File: src/rtl/pipe_hazard_ctrl.sv
// Pipeline sequencing controller for the 5-stage RV32 core.
// Generates stage register enables/flushes and PC controls for load-use
// hazards, EX redirects, LSU memory waits and the debug halt drain. It also
// keeps stall/flush performance counters and a memory-timeout watchdog.
module pipe_hazard_ctrl #(
  parameter int unsigned TIMEOUT = 255,
  parameter int unsigned CNT_W   = 32
) (
  input  logic             clk,
  input  logic             rst,
  input  logic [4:0]       id_rs1,
  input  logic [4:0]       id_rs2,
  input  logic             id_rs1_used,
  input  logic             id_rs2_used,
  input  logic [4:0]       ex_rd,
  input  logic             ex_rf_we,
  input  logic             ex_is_load,
  input  logic             ex_redirect,
  input  logic             ls_req,
  input  logic             ls_ready,
  input  logic             halt_req,
  output logic             pc_we,
  output logic             pc_sel,
  output logic             if_id_we,
  output logic             id_ex_we,
  output logic             ex_ls_we,
  output logic             ls_wb_we,
  output logic             if_id_flush,
  output logic             id_ex_flush,
  output logic             ex_ls_flush,
  output logic             ls_wb_flush,
  output logic             halted,
  output logic             mem_timeout,
  output logic [CNT_W-1:0] stall_cnt,
  output logic [CNT_W-1:0] flush_cnt
);

  typedef enum logic [1:0] {
    ST_RUN,
    ST_MEM_WAIT,
    ST_DRAIN,
    ST_HALTED
  } state_t;

  localparam logic [15:0] TIMEOUT_W = 16'(TIMEOUT);

  state_t      state, state_next;
  logic [15:0] wait_cnt, wait_cnt_next;
  logic [1:0]  drain_cnt, drain_cnt_next;
  logic        timeout_set;
  logic        stall_inc;
  logic        flush_inc;

  logic mem_stall;
  logic rs1_hit;
  logic rs2_hit;
  logic load_use;

  assign mem_stall = ls_req && !ls_ready;
  assign rs1_hit   = id_rs1_used && (id_rs1 == ex_rd);
  assign rs2_hit   = id_rs2_used && (id_rs2 == ex_rd);
  assign load_use  = ex_is_load && ex_rf_we && (ex_rd != 5'd0) && (rs1_hit || rs2_hit);

  // Stage controls by priority: reset, halted, mem stall, redirect, load-use, drain, normal
  always_comb begin
    pc_we       = 1'b1;
    pc_sel      = 1'b0;
    if_id_we    = 1'b1;
    id_ex_we    = 1'b1;
    ex_ls_we    = 1'b1;
    ls_wb_we    = 1'b1;
    if_id_flush = 1'b0;
    id_ex_flush = 1'b0;
    ex_ls_flush = 1'b0;
    ls_wb_flush = 1'b0;
    stall_inc   = 1'b0;
    flush_inc   = 1'b0;
    if (rst) begin
      pc_we       = 1'b0;
      if_id_flush = 1'b1;
      id_ex_flush = 1'b1;
      ex_ls_flush = 1'b1;
      ls_wb_flush = 1'b1;
    end else if (state == ST_HALTED) begin
      pc_we       = 1'b0;
      if_id_we    = 1'b0;
      id_ex_we    = 1'b0;
      ex_ls_we    = 1'b0;
      ls_wb_flush = 1'b1;
    end else if (mem_stall) begin
      pc_we       = 1'b0;
      if_id_we    = 1'b0;
      id_ex_we    = 1'b0;
      ex_ls_we    = 1'b0;
      ls_wb_flush = 1'b1;
      stall_inc   = 1'b1;
    end else if (ex_redirect) begin
      if_id_flush = 1'b1;
      id_ex_flush = 1'b1;
      if (state == ST_DRAIN) begin
        pc_we = 1'b0;
      end else begin
        pc_sel    = 1'b1;
        flush_inc = 1'b1;
      end
    end else if (load_use) begin
      pc_we       = 1'b0;
      if_id_we    = 1'b0;
      id_ex_flush = 1'b1;
      stall_inc   = 1'b1;
    end else if (state == ST_DRAIN) begin
      pc_we       = 1'b0;
      if_id_flush = 1'b1;
    end
  end

  // Next-state logic for run / memory wait / halt drain sequencing
  always_comb begin
    state_next     = state;
    wait_cnt_next  = wait_cnt;
    drain_cnt_next = drain_cnt;
    timeout_set    = 1'b0;
    case (state)
      ST_RUN: begin
        if (halt_req) begin
          state_next     = ST_DRAIN;
          drain_cnt_next = 2'd0;
        end else if (mem_stall) begin
          state_next    = ST_MEM_WAIT;
          wait_cnt_next = 16'd1;
        end
      end
      ST_MEM_WAIT: begin
        if (ls_ready) begin
          state_next     = halt_req ? ST_DRAIN : ST_RUN;
          wait_cnt_next  = 16'd0;
          drain_cnt_next = 2'd0;
        end else begin
          if (wait_cnt != 16'hFFFF) begin
            wait_cnt_next = wait_cnt + 16'd1;
          end
          if (wait_cnt >= TIMEOUT_W) begin
            timeout_set = 1'b1;
          end
        end
      end
      ST_DRAIN: begin
        if (!mem_stall) begin
          if (drain_cnt == 2'd3) begin
            state_next = ST_HALTED;
          end else begin
            drain_cnt_next = drain_cnt + 2'd1;
          end
        end
      end
      ST_HALTED: begin
        state_next = ST_HALTED;
      end
      default: begin
        state_next = ST_RUN;
      end
    endcase
  end

  // State, sequencing counters, sticky flags and performance counters
  always_ff @(posedge clk) begin
    if (rst) begin
      state       <= ST_RUN;
      wait_cnt    <= 16'd0;
      drain_cnt   <= 2'd0;
      halted      <= 1'b0;
      mem_timeout <= 1'b0;
      stall_cnt   <= '0;
      flush_cnt   <= '0;
    end else begin
      state     <= state_next;
      wait_cnt  <= wait_cnt_next;
      drain_cnt <= drain_cnt_next;
      halted    <= (state_next == ST_HALTED);
      if (timeout_set) begin
        mem_timeout <= 1'b1;
      end
      if (stall_inc) begin
        stall_cnt <= stall_cnt + CNT_W'(1);
      end
      if (flush_inc) begin
        flush_cnt <= flush_cnt + CNT_W'(1);
      end
    end
  end

endmodule
File: config.mk
export PLATFORM = sky130hd
export DESIGN_NAME = pipe_hazard_ctrl
export DESIGN_NICKNAME = d
export VERILOG_FILES = /design/src/rtl/pipe_hazard_ctrl.sv
export SDC_FILE = /design/constraint.sdc
export NUM_CORES = 1
export LEC_CHECK = 0
export CELL_PAD_IN_SITES_DETAIL_PLACEMENT = 0
export CELL_PAD_IN_SITES_GLOBAL_PLACEMENT = 2
export CORE_UTILIZATION = 31
export CTS_CLUSTER_SIZE = 30
export DETAILED_ROUTE_END_ITERATION = 8
export MAX_ROUTING_LAYER = met4
export PLACE_DENSITY_LB_ADDON = 0.05
export SYNTH_ARGS = -nofsm -noshare
export SYNTH_HDL_FRONTEND = slang
export SYNTH_SLANG_ARGS = --single-unit
export TNS_END_PERCENT = 30
File: constraint.sdc
create_clock -name clk -period 3.05 [get_ports clk]
set_input_delay 0.61 -clock clk [delete_from_list [all_inputs] [get_ports clk]]
set_output_delay 0.61 -clock clk [all_outputs]
set_load 0.03 [all_outputs]
==> key figures, run 1 <==
Critical path
  • Startpoint class of the critical path: input port
  • Critical path fanouts, max: 4
  • CP arrival: 2.32 ns
  • R2R cell count: 6
  • Reg2Reg Setup Slack: 0.88 ns
  • Critical Path RT: 2.44 ns
  • Setup CP Type: in -> out
  • Critical Path End Type: primary output

Route
  • # DRC: 0
  • Via density: 5.07
  • Total iterations of the first detailed-routing run: 4
  • Antenna-violating nets left: 0
  • 1st-iter DRT viols: 211
  • Routed length per placed instance: 14.4 µm
  • WL final: 11,700 µm
  • Total number of vias: 4,119

Power
  • Lkg Pwr: 1.96 nW
  • Worst IR Drop VDD: 0.000274 V
  • Cell Pwr Density: 417 nW/µm²
  • Tot Pwr: 0.00244 W

Global route
  • First-pass GRT wire length: 19,100 µm
  • Vias in the first global route: 3,869
  • Grt ovf: 0
  • Largest net degree at the start of global routing: 62
  • Initial antenna violation count: 0
  • Gr usage total: 17.1%

Synth
  • Mean Syn Cell Area: 8.24 µm²
  • Synth Warn #: 0
  • Gate Count Post-Synth: 532
  • EDFF count, synth: 0
  • Asr flop ratio synth: 0%
  • Syn Nets: 561
  • Post-synthesis cell type count: 51
  • #FFs+latches synth: 86
  • Sequential share of the synthesized area: 39.3%
  • Synth Flop Type: dfxtp_1
  • Synthesized cell area: 4390 µm²

CTS
  • CTS max path bufs: 2
  • Setup Buffers After CTS: 0
  • # hold bufs at CTS: 0
  • Clock sink total: 86
  • CTS tree: done
  • Skew-Pair Late Insertion Delay: 0.33 ns
  • Post_cts resized: 0
  • CTS H-Tree Depth: 3
  • Num CTS Buffers: 9
  • CTS clock-pin slew for the worst setup and hold paths: 0.06 ns
  • CTS Root Buffer Type: clkbuf_16

Placement
  • IO Port Bufs: 99
  • DPL Wire Length: 8310 µm
  • Post-Place Cells: 797
  • Final Wtd Congestion: 0.746

STA
  • Tcrit/Tclk final: 96.1%
  • Worst Skew: 0.00844 ns
  • Slew Limit Fails: 0
  • Setup TNS: 0 ns
  • Max-slew headroom: 55.6%
  • Shortest period the worst path allows: 2.93 ns
  • Final Hold Fails: 0
  • Max Fclk: 341 MHz
  • Slew @ Worst Pin: 0.665 ns
  • RSZ-0062 raised after global routing: false
  • Final setup fails: 0

Cells and area
  • ANT cells: 0
  • Layout cell share with drive strength beyond 1: 7.59%
  • Nets: 657
  • Fillers: 1,405
  • Fin cells: 812
  • Area delta synth->final: 33.4%

Floorplanning
  • Die area: 14,600 µm²
  • IO Pins: 101
  • Core ar.: 13,800 µm²
  • Die X: 121 µm
  • Die Height: 121 µm
  • Initial cell density of the core: 31.7%
  • Row count: 43

Hold path
  • Hold Crit Depth: 2
  • HP Class: reg -> reg

Job
  • Max-cap violations: 0

Outcome
  • Run status: finished clean
## registers in the layout, summed over array words and instances, names as in the netlist
signal and count:
state 2, flush_cnt 32, halted 1, wait_cnt 16
mem_timeout 1, stall_cnt 32, drain_cnt 2
## per-stage QoR
stage	worst slack (ns)	hold slack (ns)	util, %	cell area, µm²
after floorplan	0.487	0.465	-	4390
after global placement	0.113	0.471	40.1	5550
after global routing	0.0119	0.514	42.3	5850
after detailed placement	0.0684	0.486	40.1	5550
after CTS	0.0644	0.494	42.3	5850
final	0.117	0.493	42.3	5850
## worst paths after layout
path                                     from            end
worst max register to register   stall_cnt[3]  stall_cnt[16]
worst min register to register  flush_cnt[31]  flush_cnt[31]
worst max-delay path                 ex_rd[3]    if_id_flush
worst min-delay path            flush_cnt[31]  flush_cnt[31]
## report_power, final
group / switching [W] / leakage, nW / internal [W]
Clock: 0.000439 / 0.149 / 0.000675
Combinational: 0.000101 / 1.12 / 0.0000829
Sequential: 0.0000109 / 0.693 / 0.00113
## cell usage in the layout (no fill, tap or decap), types with 9 or more instances in the layout
master / n
and3_1: 16
nand4_1: 29
nor2_1: 57
xor2_1: 24
clkbuf_16: 9
clkdlybuf4s50_1: 91
nor3_1: 14
or3_1: 31
xnor2_1: 26
o21ai_0: 26
a21oi_1: 42
and4_1: 10
dfxtp_1: 86
nand2_1: 31
nand3_1: 29
buf_4: 22
## cells in the mapped netlist (3+ instances only)
| library cell | count | area share [%] |
|---|---|---|
| dfxtp_1 | 86 | 39 |
| nor2_1 | 57 | 4.9 |
| a21oi_1 | 42 | 4.8 |
| nand2_1 | 32 | 2.7 |
| or3_1 | 31 | 4.4 |
| nand3_1 | 29 | 3.3 |
| nand4_1 | 29 | 4.1 |
| o21ai_0 | 26 | 3.0 |
| xnor2_1 | 26 | 5.2 |
| xor2_1 | 24 | 4.8 |
| clkbuf_1 | 17 | 1.5 |
| and3_1 | 16 | 2.3 |
| nor3_1 | 14 | 1.6 |
| and4_1 | 10 | 2.0 |
| and2_1 | 8 | 1.1 |
| inv_1 | 7 | 0.60 |
| nor4_1 | 7 | 1.0 |
| o31ai_1 | 7 | 1.2 |
| or4_1 | 7 | 1.2 |
| o21ai_1 | 6 | 0.68 |
| buf_4 | 5 | 0.86 |
| nand2b_1 | 5 | 0.71 |
| buf_2 | 4 | 0.46 |
| ha_1 | 4 | 1.1 |
| mux2i_1 | 3 | 0.68 |
| nor2b_1 | 3 | 0.43 |
## critical path, stage by stage
cell and delay (ns):
clkdlybuf4s50_1 0.47, or3_1 0.34, o311a_1 0.35, nand2_2 0.13, a21oi_1 0.08, o21bai_1 0.16, buf_4 0.18
## layout make-up
| cell class | instances | area, µm² | share of cell area (%) |
|---|---|---|---|
| sequential | 86 | 1720 | 29.4 |
| multi-input combinational | 409 | 2480 | 42.3 |
| clock inverter | 3 | 43.8 | 0.749 |
| timing repair buffer | 115 | 1100 | 18.8 |
| tap | 180 | 225 | 3.85 |
| clock buffer | 12 | 256 | 4.38 |
| inverter | 7 | 26.3 | 0.449 |
## layer usage
| metal | GRT usage [%] | part of all wire (%) | vias up |
|---|---|---|---|
| met3 | 4.61 | 3.2 | 9 |
| met1 | 21.4 | 49 | 1928 |
| met4 | 4.55 | 1.3 | 0 |
| met2 | 27.1 | 47 | 72 |
| li1 | - | - | 2110 |
| met5 | - | 0 | - |
## logic make-up (layout without fill, tap and decap cells)
group	Yosys count	in the layout	synth area share (%)
DFF	86	86	39.3
AOI/OAI and AO/OA	95	95	12.8
adders and majority gates	4	4	1.14
xor gates and xnor gates	50	50	9.99
muxes	3	3	0.685
buffers and inverters	37	137	4.34
and+or+nand+nor	256	256	31.8
other	1	1	0.0855
Power figures use the tool's default switching activity.
==> run 2: changes to the inputs <==
--- a/config.mk
+++ b/config.mk
@@ -7,7 +7,8 @@
 export LEC_CHECK = 0
 export CELL_PAD_IN_SITES_DETAIL_PLACEMENT = 0
 export CELL_PAD_IN_SITES_GLOBAL_PLACEMENT = 2
-export CORE_UTILIZATION = 31
+export CORE_UTILIZATION = 32
+export CTS_BUF_LIST = sky130_fd_sc_hd__clkbuf_8
 export CTS_CLUSTER_SIZE = 30
 export DETAILED_ROUTE_END_ITERATION = 8
 export MAX_ROUTING_LAYER = met4
==> key figures, run 2 (synthesis gave the netlist of run 1 again) <==
Floorplanning
  • Core ar.: 13,300 µm² (-3.8%)
  • Row count: 42 (-2.3%)
  • IO Pins: 101 (unchanged)
  • Die area: 14,200 µm² (-3.1%)
  • Initial cell density of the core: 33.0% (+1.3 points)
  • Die Height: 119 µm (-1.6%)
  • Die X: 119 µm (-1.6%)

CTS
  • Skew-Pair Late Insertion Delay: 0.37 ns (+0.04 ns)
  • Clock sink total: 86 (unchanged)
  • Num CTS Buffers: 9 (unchanged)
  • CTS Root Buffer Type: clkbuf_8
  • CTS tree: done
  • Setup Buffers After CTS: 0 (unchanged)
  • CTS max path bufs: 2 (unchanged)
  • CTS clock-pin slew for the worst setup and hold paths: 0.08 ns (+0.02 ns)
  • CTS H-Tree Depth: 3 (unchanged)

Power
  • Switch share: 25.7% (+3.2 points)
  • Worst IR Drop VDD: 0.000193 V (-30%)
  • Cell Pwr Density: 369 nW/µm² (-11%)
  • Lkg Pwr: 1.91 nW (-2.3%)
  • Clock power frac: 37.6% (-8.1 points)
  • Net switching power: 0.000546 W (-0.74%)
  • Seq pwr share: 53.7% (+6.9 points)
  • Combinational Power Share: 8.8% (+1.3 points)
  • Tot Pwr: 0.00212 W (-13%)
  • Internal: 0.00158 W (-16%)

STA
  • Tcrit/Tclk final: 95.1% (-1.1 points)
  • Max-slew headroom: 55.0% (-0.61 points)
  • Max Fclk: 345 MHz (+1.1%)
  • Worst Skew: 0.00989 ns (+0.00146 ns)
  • Slew @ Worst Pin: 0.675 ns (+0.00912 ns)
  • Final setup fails: 0 (unchanged)
  • Slew Limit Fails: 0 (unchanged)
  • Setup TNS: 0 ns (unchanged)
  • Shortest period the worst path allows: 2.90 ns (-0.0332 ns)
  • Worst hold slack: 0.488 ns (-0.00468 ns)
  • Final Hold Fails: 0 (unchanged)
  • RSZ-0062 raised after global routing: false
  • Final WS setup: 0.151 ns (+0.0332 ns)

Critical path
  • Worst-path cell chain: clkdlybuf4s50_1, or3_1, o311a_1, nand2_2, a21oi_1, o21bai_1, buf_4
  • Buffers and inverters on the worst path: 2 (unchanged)
  • Critical Path RT: 2.44 ns (about the same)
  • R2R cell count: 6 (unchanged)
  • Reg-to-Reg Start: stall_cnt[3]
  • Reg2Reg Setup Slack: 0.90 ns (+0.02 ns)
  • RR Endpoint: stall_cnt[26]
  • Slowest cell on crit path: clkdlybuf4s50_1
  • Critical Path End Type: primary output
  • CP arrival: 2.29 ns (-0.03 ns)
  • Critical path fanouts, max: 4 (unchanged)
  • Critical Path Max Stage Delay: 0.41 ns (-0.06 ns)
  • Startpoint class of the critical path: input port
  • Delay-heaviest family, CP: buffers and inverters
  • Setup CP Type: in -> out

Placement
  • DPL Wire Length: 8280 µm (-0.36%)
  • Placement Setup Slack: 0.108 ns (+0.0392 ns)
  • IO Port Bufs: 99 (unchanged)
  • Final Wtd Congestion: 0.760 (+1.9%)

Cells and area
  • Top flop regs: flush_cnt (32), stall_cnt (32), wait_cnt (16)
  • Area occupied by multi-input gates: 2480 µm² (unchanged)
  • Most common cell after layout, fill and taps aside: clkdlybuf4s50_1
  • Layout cell share with drive strength beyond 1: 8.04% (+0.45 points)
  • Area occupied by registers: 1720 µm² (unchanged)
  • ANT cells: 0 (unchanged)
  • Commonest cells after routing, fill and taps aside: clkdlybuf4s50_1, dfxtp_1, nor2_1, a21oi_1
  • Area delta synth->final: 31.1%
  • Fillers: 1,373 (-2.3%)
  • Nets: 658 (+0.15%)

Route
  • Total iterations of the first detailed-routing run: 4 (unchanged)
  • WL final: 11,800 µm (+1.2%)
  • 1st-iter DRT viols: 182 (-14%)
  • # DRC: 0 (unchanged)
  • Via density: 5.17 (+1.9%)
  • Antenna-violating nets left: 0 (unchanged)
  • Routed length per placed instance: 14.6 µm (+1.4%)
  • Total number of vias: 4,187 (+1.7%)

Global route
  • First-pass GRT wire length: 20,200 µm (+5.6%)
  • Gr usage total: 18.2% (+1.1 points)
  • Initial antenna violation count: 0 (unchanged)
  • Vias in the first global route: 4,074 (+5.3%)
  • Grt ovf: 0 (unchanged)
  • Largest net degree at the start of global routing: 60 (-3.2%)

Hold path
  • HP Class: reg -> reg
  • Hold Crit Depth: 2 (unchanged)
  • Min-delay src: mem_timeout
  • Hold Path Sink: mem_timeout

Job
  • Max-cap violations: 0 (unchanged)

Outcome
  • Run status: finished clean
run 2: worst register-to-register path, cell delays in order (launching register included):
cell and delay [ns]:
dfxtp_1 0.42, and4_1 0.28, and4_1 0.31, and3_1 0.45, nand4_1 0.16, or3_1 0.32
a21oi_1 0.15
run 2: what timing repair did:
item                       4_1_cts  5_1_grt
hold buffers                     0        0
setup endpoints to repair        0        3
resized for setup                0        2
run 2: cell type report:
type / instances / area share [%]
clock inverters: 4 / 0.522
clock buffers: 12 / 2.87
multi-input cells: 409 / 43.1
well taps: 176 / 3.83
repair buffers: 116 / 19.3
flip-flops and latches: 86 / 30.0
inverters: 7 / 0.457
run 2: per-layer routing:
layer  routed length (µm)  vias up  track usage [%]
li1                     -     2104                -
met1                 5780     1986             23.5
met2                 5380       80             27.8
met3                  455       17             3.50
met4                  218        0             7.67
met5                    0        -                -
run 2: through the flow:
stage                     area, µm²  instances  utilization (%)
after global placement         5550        794             41.7
after global routing           5750        810             43.2
after floorplan                4390        532                -
final                          5750        810             43.2
after CTS                      5750        810             43.2
after detailed placement       5550        794             41.7
run 2: worst max-delay path by stage:
stage / slack [ns] / to / from / cells after the start
2_1_floorplan: 0.49 / id_ex_flush / ex_rd[1] / 5
3_3_place_gp: 0.13 / if_id_flush / ex_rd[1] / 7
3_5_place_dp: 0.11 / if_id_flush / ex_rd[1] / 7
4_1_cts: 0.09 / if_id_flush / ex_rd[1] / 7
5_1_grt: 0.04 / if_id_flush / ex_rd[3] / 9
6_report: 0.15 / if_id_flush / ex_rd[1] / 7
run 2: power by group through the flow:
stage | combinational, W | clock (W) | sequential (W)
final | 0.000186 | 0.000798 | 0.00114
after global routing | 0.000205 | 0.000885 | 0.00114
after CTS | 0.000188 | 0.000845 | 0.00114
after detailed placement | 0.000187 | 0 | 0.00117
after global placement | 0.000186 | 0 | 0.00117
after floorplan | 0.0000981 | 0 | 0.00117
